## src/rtl/gate_accum_array.sv

```systemverilog
// gate_accum_array: per-beat selectable bitwise op (NOT / OR-accumulate /
// AND-mask / pass) across CH channels of W bits each. The OR path feeds a
// registered sticky accumulator. Results are queued in a DEPTH-entry FIFO
// with valid/ready handshakes on both sides.
// Optional feature: define GATE_ACCUM_PARITY_EN to drive out_par with the
// per-channel parity of the FIFO head. When it is undefined, out_par is tied to 0.
module gate_accum_array #(
  parameter int CH    = 4,
  parameter int W     = 3,
  parameter int DEPTH = 2
) (
  input  logic                         clk,
  input  logic                         rst,
  input  logic                         in_valid,
  output logic                         in_ready,
  input  logic [1:0]                   in_op,
  input  logic [CH*W-1:0]              in_data,
  input  logic [W-1:0]                 mask,
  input  logic                         clr,
  output logic                         out_valid,
  input  logic                         out_ready,
  output logic [CH*W-1:0]              out_data,
  output logic [CH-1:0]                out_par,
  output logic                         acc_any,
  output logic [$clog2(DEPTH+1)-1:0]   level
);

  localparam int LW = $clog2(DEPTH + 1);
  localparam int PW = (DEPTH > 1) ? $clog2(DEPTH) : 1;

  typedef enum logic [1:0] {
    OP_NOT  = 2'b00,
    OP_OR   = 2'b01,
    OP_AND  = 2'b10,
    OP_PASS = 2'b11
  } op_t;

  op_t             op;
  logic [CH*W-1:0] acc;
  logic [CH*W-1:0] acc_eff;
  logic [CH*W-1:0] result;
  logic [CH*W-1:0] mem [DEPTH];
  logic [PW-1:0]   wr_ptr;
  logic [PW-1:0]   rd_ptr;
  logic            push;
  logic            pop;

  assign op        = op_t'(in_op);
  assign in_ready  = (level != LW'(DEPTH));
  assign out_valid = (level != '0);
  assign push      = in_valid && in_ready;
  assign pop       = out_valid && out_ready;
  assign acc_any   = |acc;

  // Pointers advance modulo DEPTH, which need not be a power of two.
  function automatic logic [PW-1:0] next_ptr(input logic [PW-1:0] p);
    if (p == PW'(DEPTH - 1)) next_ptr = '0;
    else                     next_ptr = p + 1'b1;
  endfunction

  // Per-channel result; a same-cycle clr makes the OR path see an empty accumulator.
  always_comb begin
    acc_eff = clr ? '0 : acc;
    result  = '0;
    for (int unsigned c = 0; c < CH; c++) begin
      case (op)
        OP_NOT:  result[c*W +: W] = ~in_data[c*W +: W];
        OP_OR:   result[c*W +: W] = acc_eff[c*W +: W] | in_data[c*W +: W];
        OP_AND:  result[c*W +: W] = in_data[c*W +: W] & mask;
        default: result[c*W +: W] = in_data[c*W +: W];
      endcase
    end
  end

  // Sticky accumulator: clr wins over any accepted OR beat in the same cycle.
  always_ff @(posedge clk or posedge rst) begin
    if (rst)                      acc <= '0;
    else if (clr)                 acc <= '0;
    else if (push && op == OP_OR) acc <= acc | in_data;
  end

  // FIFO storage; contents are only observable through level-gated reads.
  always_ff @(posedge clk) begin
    if (push) mem[wr_ptr] <= result;
  end

  // FIFO pointers and occupancy.
  always_ff @(posedge clk or posedge rst) begin
    if (rst) begin
      wr_ptr <= '0;
      rd_ptr <= '0;
      level  <= '0;
    end else begin
      if (push) wr_ptr <= next_ptr(wr_ptr);
      if (pop)  rd_ptr <= next_ptr(rd_ptr);
      case ({push, pop})
        2'b10:   level <= level + 1'b1;
        2'b01:   level <= level - 1'b1;
        default: level <= level;
      endcase
    end
  end

  // Head of FIFO, forced to zero when empty.
  always_comb begin
    out_data = out_valid ? mem[rd_ptr] : '0;
  end

`ifdef GATE_ACCUM_PARITY_EN
  // Per-channel parity of the FIFO head.
  always_comb begin
    out_par = '0;
    for (int unsigned c = 0; c < CH; c++) begin
      out_par[c] = ^out_data[c*W +: W];
    end
  end
`else
  assign out_par = '0;
`endif

endmodule

```

## config.mk

```make
export PLATFORM = sky130hd
export DESIGN_NAME = gate_accum_array
export DESIGN_NICKNAME = d
export VERILOG_FILES = /design/src/rtl/gate_accum_array.sv
export SDC_FILE = /design/constraint.sdc
export NUM_CORES = 1
export LEC_CHECK = 0
export ABC_CLOCK_PERIOD_IN_PS = 1800
export BUFFER_PORTS_ARGS = -buffer_cell sky130_fd_sc_hd__buf_4
export CAP_MARGIN = 20
export CORE_MARGIN = 3
export CORE_UTILIZATION = 53
export CTS_BUF_LIST = sky130_fd_sc_hd__clkbuf_16
export CTS_CLUSTER_DIAMETER = 50
export DETAILED_ROUTE_END_ITERATION = 7
export GPL_TIMING_DRIVEN = 0
export HOLD_SLACK_MARGIN = 0.06
export PLACE_DENSITY = 0.78
export SLEW_MARGIN = 20
export SYNTH_ARGS = -nofsm -noshare
export SYNTH_HDL_FRONTEND = slang
export SYNTH_SLANG_ARGS = --single-unit
```

## constraint.sdc

```tcl
create_clock -name clk -period 1.8 [get_ports clk]
set_input_delay 0.09 -clock clk [delete_from_list [all_inputs] [get_ports clk]]
set_output_delay 0.09 -clock clk [all_outputs]
set_load 0.01 [all_outputs]
```

* Word-level counts from Yosys, hierarchy flattened
Memories as Yosys holds them, arrays and structs flattened. Index checks and enable logic that the tools add are counted.
Storage, ports and cells: word-level logic and storage cells 48, flip-flop bits (word level) 16, input port bits 22, bits in writable memories 24, output and inout bits 21, memories kept 1
Operators by class: $add $sub $neg 4, equal/unequal tests 5, reduce and logical (&&, ||, !) cells 8, muxes and demuxes 13, bitwise gates (word level) 13
Memory list:
- mem | words 2, bits a word 12, rd ports 1, clocked after Yosys merged registers in 0, wr ports 1, line 42 | logic [CH*W-1:0] mem [DEPTH];
Operator list (count):
- $mux 12 | 4
- $pmux 3 s3 | 4
- $and 3x3->3 | 4
- $not 3->3 | 4
- $or 12x12->12 | 1
- $or 3x3->3 | 4
- $reduce_or 12->1 | 1
- $reduce_bool 2->1 | 3
- $eq 2x1->1 const B | 2
- $eq 2x2->1 const B | 2
- $mux 1 | 4
- $pmux 2 s2 | 1
- $logic_and 1x1->1 | 3
- $add 1x1->1 const B | 2
- $add 2x1->2 const B | 1
- $logic_not 2->1 | 1
- $ne 2x2->1 const B | 1
- $sub 2x1->2 const B | 1

* Longest topological paths before layout
depth in word-level cells 5, depth in mapped cells 6, depth with buffers taken out 6

* Least setup slack after synthesis
OpenSTA, ideal clock, no wires.
path type reg-to-reg, start register level[0], end memory mem[0][0] in the netlist's numbering (enable), setup slack 0.139 ns, setup time 0.380 ns, arrival time 1.281 ns, cell stages (with the launch flop) 4, period minus slack after synthesis 1.661 ns, required time 1.420 ns, cell sequence dfrtp_1 nand2b_4 nand2_1 nor2_1
Between the ends: longest elaborated chain between the ends 4
Ends and longest elaborated chain:
- from (decl) | line 25 | output logic [$clog2(DEPTH+1)-1:0] level
- from (signal assigned) | line 97 | 2'b10: level <= level + 1'b1;
- from (signal assigned) | line 98 | 2'b01: level <= level - 1'b1;
- from (signal assigned) | line 99 | default: level <= level;
- $ne 2x2->1 | line 49 | assign in_ready = (level != LW'(DEPTH));
- named net in_ready | line 15 | output logic in_ready,
- $logic_and 1x1->1 | line 51 | assign push = in_valid && in_ready;
- $mux 1 | line 84 | if (push) mem[wr_ptr] <= result;
- $mux 1 (implied by the code) | line 84
- to (decl) | line 42
The timed path passes the listed nets, and every way through them passes these cells.

* Worst setup path in the final report
start register level[0], end memory mem[0][8] in the netlist's numbering (enable)
Between the ends: longest elaborated chain between the ends 4
Ends and longest elaborated chain (line):
- $ne 2x2->1 | 49
- $logic_and 1x1->1 | 51
- $mux 1 | 84
- $mux 1 (implied by the code) | 84
Every way passes these cells.

==> metrics.txt <==
pin count of the biggest net entering global routing 17; vias post-DR 1453; final number of hold-violating endpoints 0; slack of the critical path approximately 190 ps; initial drt markers 104; WL final 4.07 mm; Comb pwr share 0.352; Vias/cell ~5.4; CTS tree yes; GPL Wtd Cong around 0.85; HPWL after DPL 2.80 mm; Syn-to-layout area delta 33.5%; post-synthesis register bit count 40; Mapped Avg Cell Area 12.2 um^2; Peak supply drop between 0.7 and 0.8 mV; Die H 66.6 um; vias in the first global route between 1000 and 1500; area post-placement roughly 2300 um^2; IO Pins 43; Residual DRC 0; highest clock rate approximately 620 MHz; final period utilization 0.892; Hold Path Class in2reg; RSZ-0062 raised after global routing no; DIE AREA 4430 um^2; Pwr Density 1350 nW/um^2; Synth Cell Area 1940 um^2; post-layout minimum cycle time 1610 ps; Synth Area in Compound Gates 0.133; most frequent cells in the layout buf_4, edfxtp_1, nor2_1, dfrtp_1; Final nets 244; met3 wire length around 260 um; Core Footprint between 3000 and 4000 um^2; Seq pwr share 0.369; status completed; Int Power 2.46 mW; max-slew violation count 0; TritonCTS Sinks 40; crit path max fanout 12; clock tree buffer depth 2; Detail Route Antenna Nets 0; Top Metal Used met4; GRT Total Usage 0.206; Port Buf Inserts 38; worst slack at placement -51.6 ps; Metal-1 WL 1.75 mm; mux contribution to synthesized area 0.0618; cells after synthesis 160; # Post-CTS Setup Buffers 0; Sw Pwr 1.04 mW; TritonCTS Buffers 5; CP Launch Type flop; Sw Ratio 0.298; commonest non-fill, non-tap cell in the layout buf_4; XOR/XNOR share of the synthesized area 0.0225; clk slew on worst S/H paths 60 ps; H-tree Lvls 2; Die X 66.6 um; WL/cell 15.2 um; Synth Warn # 0; LEAKAGE 1.21 nW; max-capacitance violation count 0; Required @ worst endpoint 1720 ps; Synth Area in Adders 0.00644; design area about 2600 um^2; largest family of logic cells by synthesized area simple AND/OR/NAND/NOR gates; Seq/Total Area, Yosys 0.577; grt ovf 0; Clock Power Share 0.279; Clock Skew between 2 and 2.5 ps; clock tree root buffer cell clkbuf_16; Worst-Margin Slew 623 ps; FP Rows 21; Setup crit end kind flop; met2 WL 1.99 mm; Initial DRT Pass Iterations 4; initial core utilization 0.565; initial antenna violation count 0; max_slew headroom 0.584; Distinct cells, synth 26; clk_lat worst skew 280 ps; first-pass GRT wire length 6.73 mm; CP arrival 1520 ps; final setup violating endpoints 0; simple-gate share of the synthesized area 0.152; Antenna Cells 0; layout cells sized above 1 0.284; Crit Path Class reg2reg
flip-flops by register name, indices dropped and copies added (netlist names):
signal / flops
acc: 12
mem: 24
rd_ptr: 1
level: 2
wr_ptr: 1
final timing paths:
check	startpoint	end	slack, ps	cells past startpoint
max	level[0]	mem[0][8]	190	3
min	clr	acc[0]	150	3
max reg2reg	level[0]	mem[0][8]	190	3
min reg2reg	wr_ptr	wr_ptr	510	1
max in group asynchronous	rst	acc[3]	960	3
min in group asynchronous	rst	acc[0]	440	3
per-layer routing:
metal	vias up	global-route usage
met2	60	0.328
met3	7	0.0438
met1	678	0.272
met4	0	0.0863
li1	708	-
met5	-	0
final cells by class:
class / count / area (um^2)
Buffer: 13 / 82.6
Clock buffer: 5 / 125
Clock inverter: 3 / 38.8
Fill cell: 232 / 847
Inverter: 2 / 7.51
Multi-Input combinational cell: 108 / 747
Sequential cell: 40 / 1120
Tap cell: 46 / 57.6
Timing Repair Buffer: 51 / 415
per-stage QoR:
stage	setup TNS, ps	power [mW]	utilization	std cells	hold WS (ps)
final	0	3.51	0.754	268	149
after global routing	0	3.71	0.754	268	162
after CTS	0	3.53	0.751	267	62.8
after detailed placement	-615	2.53	0.668	247	199
after global placement	-267	2.49	0.668	247	193
after floorplan	0	2.02	-	163	3.74
synthesized netlist by cell type (all sizes together):
cell | count | area (um^2)
edfxtp | 24 | 721
nor2 | 17 | 63.8
dfrtp | 16 | 400
nor2b | 13 | 81.3
a21o | 12 | 92.6
a221oi | 12 | 105
mux2i | 12 | 120
nor3b | 12 | 90.1
o21ai | 12 | 60.1
buf | 11 | 73.8
nor4 | 3 | 18.8
xnor2 | 3 | 26.3
clkbuf | 2 | 8.75
inv | 2 | 7.51
xor2 | 2 | 17.5
and3 | 1 | 7.51
and4 | 1 | 11.3
conb | 1 | 3.75
ha | 1 | 12.5
nand2 | 1 | 3.75
nand2b | 1 | 13.8
nand3 | 1 | 5.00
timing repair:
item	in CTS	in global routing
hold buffers	12	1
hold endpoints to repair	27	1
gates resized for setup	1	0
setup endpoints to repair	12	0
power groups by stage:
stage	Combinational (mW)	Sequential (mW)	Clock (mW)
floorplan	0.720	1.30	0
global placement	1.20	1.30	0
detailed placement	1.22	1.31	0
CTS	1.25	1.30	0.988
global route	1.36	1.32	1.03
finish	1.23	1.30	0.981
worst max-delay path, stage by stage (launching register included):
cell      delay (ps)
dfrtp_1          450
nand2b_4         190
nand2_1          120
nor2_2           480
cells by family after synthesis:
kind of cell / count (synthesis)
buf+inv: 15
compound gates: 36
flops: 40
xor+xnor: 5
other cells: 1
mux: 12
simple gates: 50
fa+ha+maj: 1
Power figures use the tool's default switching activity.
